### src/rtl/wb_arbiter.sv
// rtl/wb_arbiter.sv - round-robin Wishbone classic arbiter with ack watchdog
module wb_arbiter #(
    parameter int NUM_MASTERS = 2,
    parameter int AW          = 16,
    parameter int DW          = 16,
    parameter int TIMEOUT     = 255
) (
    input  logic                        clk,
    input  logic                        rst_n,
    input  logic [NUM_MASTERS-1:0]      m_cyc,
    input  logic [NUM_MASTERS-1:0]      m_stb,
    input  logic [NUM_MASTERS-1:0]      m_we,
    input  logic [NUM_MASTERS*AW-1:0]   m_adr,
    input  logic [NUM_MASTERS*DW-1:0]   m_wdat,
    input  logic [NUM_MASTERS*DW/8-1:0] m_sel,
    output logic [DW-1:0]               m_rdat,
    output logic [NUM_MASTERS-1:0]      m_ack,
    output logic [NUM_MASTERS-1:0]      m_err,
    output logic                        s_cyc,
    output logic                        s_stb,
    output logic                        s_we,
    output logic [AW-1:0]               s_adr,
    output logic [DW-1:0]               s_wdat,
    output logic [DW/8-1:0]             s_sel,
    input  logic [DW-1:0]               s_rdat,
    input  logic                        s_ack,
    output logic [NUM_MASTERS-1:0]      grant
);

    localparam int SW = DW / 8;
    localparam int IW = (NUM_MASTERS > 1) ? $clog2(NUM_MASTERS) : 1;
    localparam int CW = (TIMEOUT > 1) ? $clog2(TIMEOUT + 1) : 1;
    localparam logic [CW-1:0] TO_V = CW'(TIMEOUT);

    localparam logic [1:0] ST_IDLE  = 2'd0;
    localparam logic [1:0] ST_OWN   = 2'd1;
    localparam logic [1:0] ST_ABORT = 2'd2;

    logic [1:0]    state;
    logic [IW-1:0] owner;
    logic [IW-1:0] last;
    logic [CW-1:0] wd_cnt;

    logic [IW-1:0] pick;
    logic          pick_valid;
    logic          owner_cyc;
    logic          own_active;
    logic          wd_fire;

    // Search downward so the requester closest after 'last' is assigned last and wins.
    always_comb begin
        int j;
        pick       = last;
        pick_valid = 1'b0;
        j          = 0;
        for (int k = NUM_MASTERS; k >= 1; k--) begin
            j = int'(last) + k;
            if (j >= NUM_MASTERS) begin
                j = j - NUM_MASTERS;
            end
            if (m_cyc[IW'(j)]) begin
                pick       = IW'(j);
                pick_valid = 1'b1;
            end
        end
    end

    assign owner_cyc  = m_cyc[owner];
    assign own_active = (state == ST_OWN) && owner_cyc;

    assign s_cyc  = own_active;
    assign s_stb  = own_active && m_stb[owner];
    assign s_we   = own_active && m_we[owner];
    assign s_adr  = m_adr[owner*AW +: AW];
    assign s_wdat = m_wdat[owner*DW +: DW];
    assign s_sel  = m_sel[owner*SW +: SW];
    assign m_rdat = s_rdat;

    // An ack landing on the terminal count wins over the timeout.
    assign wd_fire = (TIMEOUT != 0) && s_stb && !s_ack && (wd_cnt == TO_V);

    always_comb begin
        m_ack = '0;
        m_err = '0;
        grant = '0;
        if (s_cyc) begin
            m_ack[owner] = s_ack;
        end
        if (wd_fire) begin
            m_err[owner] = 1'b1;
        end
        if (state != ST_IDLE) begin
            grant[owner] = 1'b1;
        end
    end

    always_ff @(posedge clk or negedge rst_n) begin
        if (!rst_n) begin
            state  <= ST_IDLE;
            owner  <= '0;
            last   <= IW'(NUM_MASTERS - 1);
            wd_cnt <= '0;
        end else begin
            case (state)
                ST_IDLE: begin
                    wd_cnt <= '0;
                    if (pick_valid) begin
                        owner <= pick;
                        last  <= pick;
                        state <= ST_OWN;
                    end
                end
                ST_OWN: begin
                    if (!owner_cyc) begin
                        state  <= ST_IDLE;
                        wd_cnt <= '0;
                    end else if (wd_fire) begin
                        state  <= ST_ABORT;
                        wd_cnt <= '0;
                    end else if (s_ack || !s_stb) begin
                        wd_cnt <= '0;
                    end else if ((TIMEOUT != 0) && (wd_cnt != TO_V)) begin
                        wd_cnt <= wd_cnt + 1'b1;
                    end
                end
                ST_ABORT: begin
                    wd_cnt <= '0;
                    if (!owner_cyc) begin
                        state <= ST_IDLE;
                    end
                end
                default: begin
                    state  <= ST_IDLE;
                    wd_cnt <= '0;
                end
            endcase
        end
    end

endmodule
### config.mk
export PLATFORM = sky130hd
export DESIGN_NAME = wb_arbiter
export DESIGN_NICKNAME = d
export VERILOG_FILES = /design/src/rtl/wb_arbiter.sv
export SDC_FILE = /design/constraint.sdc
export NUM_CORES = 1
export LEC_CHECK = 0
export BUFFER_PORTS_ARGS = -buffer_cell sky130_fd_sc_hd__buf_4
export CAP_MARGIN = 20
export CORE_MARGIN = 2
export CORE_UTILIZATION = 32
export CTS_CLUSTER_DIAMETER = 120
export DETAILED_ROUTE_END_ITERATION = 8
export MAX_ROUTING_LAYER = met4
export PLACE_DENSITY = 0.92
export SYNTH_ARGS = -nofsm -noshare
export SYNTH_HDL_FRONTEND = slang
export SYNTH_SLANG_ARGS = --single-unit
### constraint.sdc
create_clock -name clk -period 2.1 [get_ports clk]
set_input_delay 0.42 -clock clk [delete_from_list [all_inputs] [get_ports clk]]
set_output_delay 0.42 -clock clk [all_outputs]
set_load 0.1 [all_outputs]
Word level (Yosys, flattened, before mapping)
Cells that the tools add are included.
W data, S select, Z words.
{"block": "totals", "in_bits": 93, "regBits": 12}
{"block": "op_classes", "add_sub_neg": 5, "bitwise_logic": 1, "eq_ne": 8, "shifts": 3, "n_lt_le_gt_ge": 6, "mux": 31, "reduce_logical": 13}
{"operator": "$shiftx A32 B6 Y16", "count": 2}
{"operator": "$mux W8", "count": 5}
{"operator": "$mux W1", "count": 17}
{"operator": "$mux W2", "count": 7}
{"operator": "$add A8 B1 Y8 const B", "count": 1}
{"operator": "$eq A8 B8 Y1 const B", "count": 1}
{"operator": "$ne A8 B8 Y1 const B", "count": 1}
{"operator": "$logic_and A1 B1 Y1", "count": 6}
{"operator": "$lt A1 B3 Y1 const B", "count": 2}
{"operator": "$pmux W2 S3", "count": 1}
{"operator": "$ne A5 B3 Y1 const B", "count": 1}
{"operator": "$ne A2 B2 Y1 const B", "count": 2}
{"operator": "$shiftx A4 B3 Y2", "count": 1}
{"operator": "$add A1 B2 Y3 const B", "count": 1}
{"operator": "$ge A3 B2 Y1 const B", "count": 1}
{"operator": "$ne A3 B3 Y1 const B", "count": 1}
{"operator": "$reduce_and A3 Y1", "count": 1}
{"operator": "$add A1 B1 Y2 const B", "count": 1}
{"operator": "$and A2 B2 Y2", "count": 1}
{"operator": "$eq A2 B1 Y1 const B", "count": 1}
{"operator": "$eq A2 B2 Y1 const B", "count": 1}
{"operator": "$ge A2 B2 Y1 const B", "count": 1}
{"operator": "$logic_not A1 Y1", "count": 2}
{"operator": "$logic_not A2 Y1", "count": 1}
{"operator": "7 further kinds", "count": 8}

Depth between registers and ports, before layout
{"block": "logic_depth", "word_depth": 10, "depth_mapped": 5}

Worst setup path before layout
No wires, ideal clock.
{"block": "synth_timing", "path_kind": "reg-to-output", "from": "register owner", "to": "output m_err[1]", "path_buffers": 2, "arrival_time_ps": 3319, "setup_slack_ps": -1639, "stages_incl_launch_ff": 6, "cell_sequence": "dfrtp_1 > buf_4 > mux2_4 > or4b_4 > buf_6 > nor3_1"}
{"block": "synth_via", "elab_chain_cells": 7, "word_cells_on_any_way": 14, "classes_between": "order compare: 2; mux: 7; reduce/logical: 5"}
{"item": "start, declared", "line_no": "40", "source": "logic [IW-1:0] owner;"}
{"item": "start signal, assigned", "line_no": "108", "source": "owner <= pick;"}
{"item": "parallel branches: the longest is 6 deep, another holds $lt A1 B2 Y1"}
{"item": "$mux W2 (*)", "line_no": "89", "source": "if (wd_fire) begin"}
{"item": "end, declared", "line_no": "18", "source": "output logic [NUM_MASTERS-1:0] m_err,"}
Every way passes the cells marked *. The select of a mux whose other input is x is not followed.

Final worst setup path
{"block": "layout_timing", "from": "register owner", "to": "output m_err[0]"}
The elaborated chain is that of the path after synthesis.

==> run metrics <==
final worst slack=-113 ps; hold_buf cts=0; Ys Warns=0; Worst Path Arrival=1790 ps; fin crit share=105%; Routed WL=4070 um; DRT iter0 DRCs=95; FILL cells=308; Comb power frac=84.7%; core area=3610 um2; Initial Util=32.8%; antenna cell count=0; slowest CP cell=or4b_4; multi-input logic area=778 um2; worst hold margin=-0.790 ps; Sw Pwr=0.00237 W; violations in the final reports=hold timing, setup timing; WL met1=1410 um; first-pass GRT wire length=6310 um; Port Buffers=119; initial antenna violation count=0; Primary FF master, synth=dfrtp_1; Yosys cell types=30; synthesized area=1180 um2; Post-Syn Nets=215; register area=303 um2; Worst Path Max Fanout=3; power per cell area=1640 nW/um2; CTS root buf=clkbuf_8; metal2 WL=2240 um; final setup vio count=3; Critical Path Max Stage Delay=500 ps; uppermost layer routed=met4; drt drc=0; Syn-to-layout area delta=85.5%; Clock Latency Late Sink=240 ps; Post-synth EDFFs=0; asr flop ratio synth=100%; CP startpoint kind=flop; die width=64.8 um; switching share of power=66.0%; dpl hpwl=3420 um; Fin Setup TNS=-235 ps; post-synthesis cell count=121; fin area=2190 um2; post-layout util=60.8%; GRT Overall Usage=20.0%; RSZ-0062 raised after global routing=yes; Row Count=22; fmax=452 MHz; nature of the critical path endpoint=output port; vias in the first global route=1,419; leak pwr=1.07 nW; Die H=64.8 um; clock sinks=12; Num CTS Buffers=3; layout cells sized above 1=78.9%; skew final=7.97 ps; layout net count=323; fin. max-slew vios=0; clock slew at reported path FFs=50 ps; total power=0.00359 W; WL/cell=14.7 um; drt pass-1 iters=4; GRT Residual Overflow=0; H-tree depth=1; status=complete, but fails checks; GPL Wtd Cong=0.814; Worst-Margin Slew=403 ps; crit path time final=2210 ps; Seq pwr share=8.5%; Power Internal=0.00122 W; Final Hold Vio Count=2; Routed Antenna Nets=0; Slew headroom=72.9%; Top Ports=152; clock share of power=6.9%; via count=1,329; Mean Syn Cell Area=9.77 um2; CTS tree=built; Via density=4.82; Max VDD drop=1.33 mV; clk buf depth=2; area of placed instances=2090 um2; max-cap violations=0; largest net degree at the start of global routing=40; die area=4200 um2; synthesized flop and latch total=12; Hold Crit Class=in2async; Met3 Routed Length=370 um; WS Path Type=reg2out; worst path cell trace=mux2_4 > or4b_4 > nor3_4 > buf_12; Critical Path RT=1680 ps; post-synthesis sequential area ratio=25.5%
==> worst max-delay path: cells and delay by family, from the launching register on <==
| family | cells | cell delay (ps) |
|---|---|---|
| buf+inv | 1 | 200 |
| mux | 1 | 210 |
| simple gates | 2 | 710 |
| flops | 1 | 430 |
==> synthesized netlist by cell type, types with 2 or more instances <==
cell type   n  area share [%]
o21ai_0     4             1.7
or3_1       3             1.6
buf_2       2            0.85
nor3_2      2             1.7
nor2_1      8             2.5
buf_4      17              11
nand2_1     4             1.3
nor3_1      4             1.7
dfrtp_1    11              23
xor2_1      2             1.5
nand2b_1    2             1.1
clkbuf_1    2            0.64
inv_1       3            0.95
mux2_2     34              32
xnor2_1     2             1.5
mux2i_1     3             2.5
nand3_1     5             2.1
==> placed cells by master (no fill, tap or decap) <==
master	instances
mux2_4	1
clkbuf_8	5
buf_4	120
a211oi_2	1
nor3_4	4
dfrtp_1	10
dfrtp_2	1
dfstp_2	1
nor3_2	1
nor2_2	2
buf_12	3
nand4_1	1
nor3b_2	1
buf_6	1
ha_2	1
nand3_1	5
xor2_1	2
o21ai_0	4
or3_1	3
or2_4	1
mux2i_1	3
nand2b_1	2
nor4_1	1
or4b_4	1
nor2_4	2
mux2_2	34
nor2_1	4
nor3_1	1
a21oi_1	1
xnor2_1	2
nand3b_1	1
nand2_1	4
inv_1	3
a31oi_1	1
==> layer usage <==
metal	vias to the layer above	GRT usage (%)
met4	0	5.85
met3	8	3.99
met1	598	20.0
met5	-	-
li1	624	-
met2	99	38.7
==> stage by stage <==
stage / worst slack [ps] / cells
CTS: -74.8 / 275
detailed placement: 39.1 / 271
finish: -113 / 276
global placement: 81.6 / 271
global route: -163 / 276
floorplan: -353 / 121
==> cells by family (layout without fill, tap and decap cells) <==
logic type               after synthesis  after routing  share of synthesized area [%]
XOR/XNOR                               4              4                           2.96
flip-flops                            12             12                           25.5
adder cells (fa/ha/maj)                1              1                           1.06
AO/OA/AOI/OAI                          7              7                           3.70
multiplexers                          38             38                           36.2
buffers and inverters                 25            132                           14.2
AND/OR/NAND/NOR                       34             34                           16.4
==> area by class of cell <==
cell class / instances / area share, %
Timing Repair Buffer: 125 / 45.0
Multi-Input combinational cell: 84 / 35.5
Sequential cell: 12 / 13.8
Tap cell: 48 / 2.74
Clock buffer: 4 / 2.51
Inverter: 3 / 0.513
==> power groups by stage <==
stage	logic [W]	registers, W	clock network (W)
5_1_grt	0.00311	0.000307	0.000267
4_1_cts	0.00303	0.000302	0.000252
6_report	0.00304	0.000303	0.000247
3_3_place_gp	0.00300	0.000302	0
2_1_floorplan	0.00263	0.000288	0
3_5_place_dp	0.00302	0.000305	0
==> worst paths after layout <==
path	start	end	slack [ps]	cells past startpoint
setup / recovery	owner	m_err[0]	-110	4
hold / removal	rst_n	wd_cnt[7]	-0.8	1
setup reg to reg	owner	wd_cnt[0]	510	4
hold reg to reg	last	last	490	1
max in group asynchronous	rst_n	last	1860	1
min in group clk	last	last	490	1
==> flip-flops by register name, indices dropped and copies added, names as in the netlist <==
| register | count |
|---|---|
| state | 2 |
| last | 1 |
| owner | 1 |
| wd_cnt | 8 |
==> what timing repair did <==
item	CTS	global route
buffers inserted	0	1
pin swaps	0	1
gates cloned	0	0
gates resized for setup	8	3
setup endpoints to repair	39	4
(Power assumes the default switching activity.)
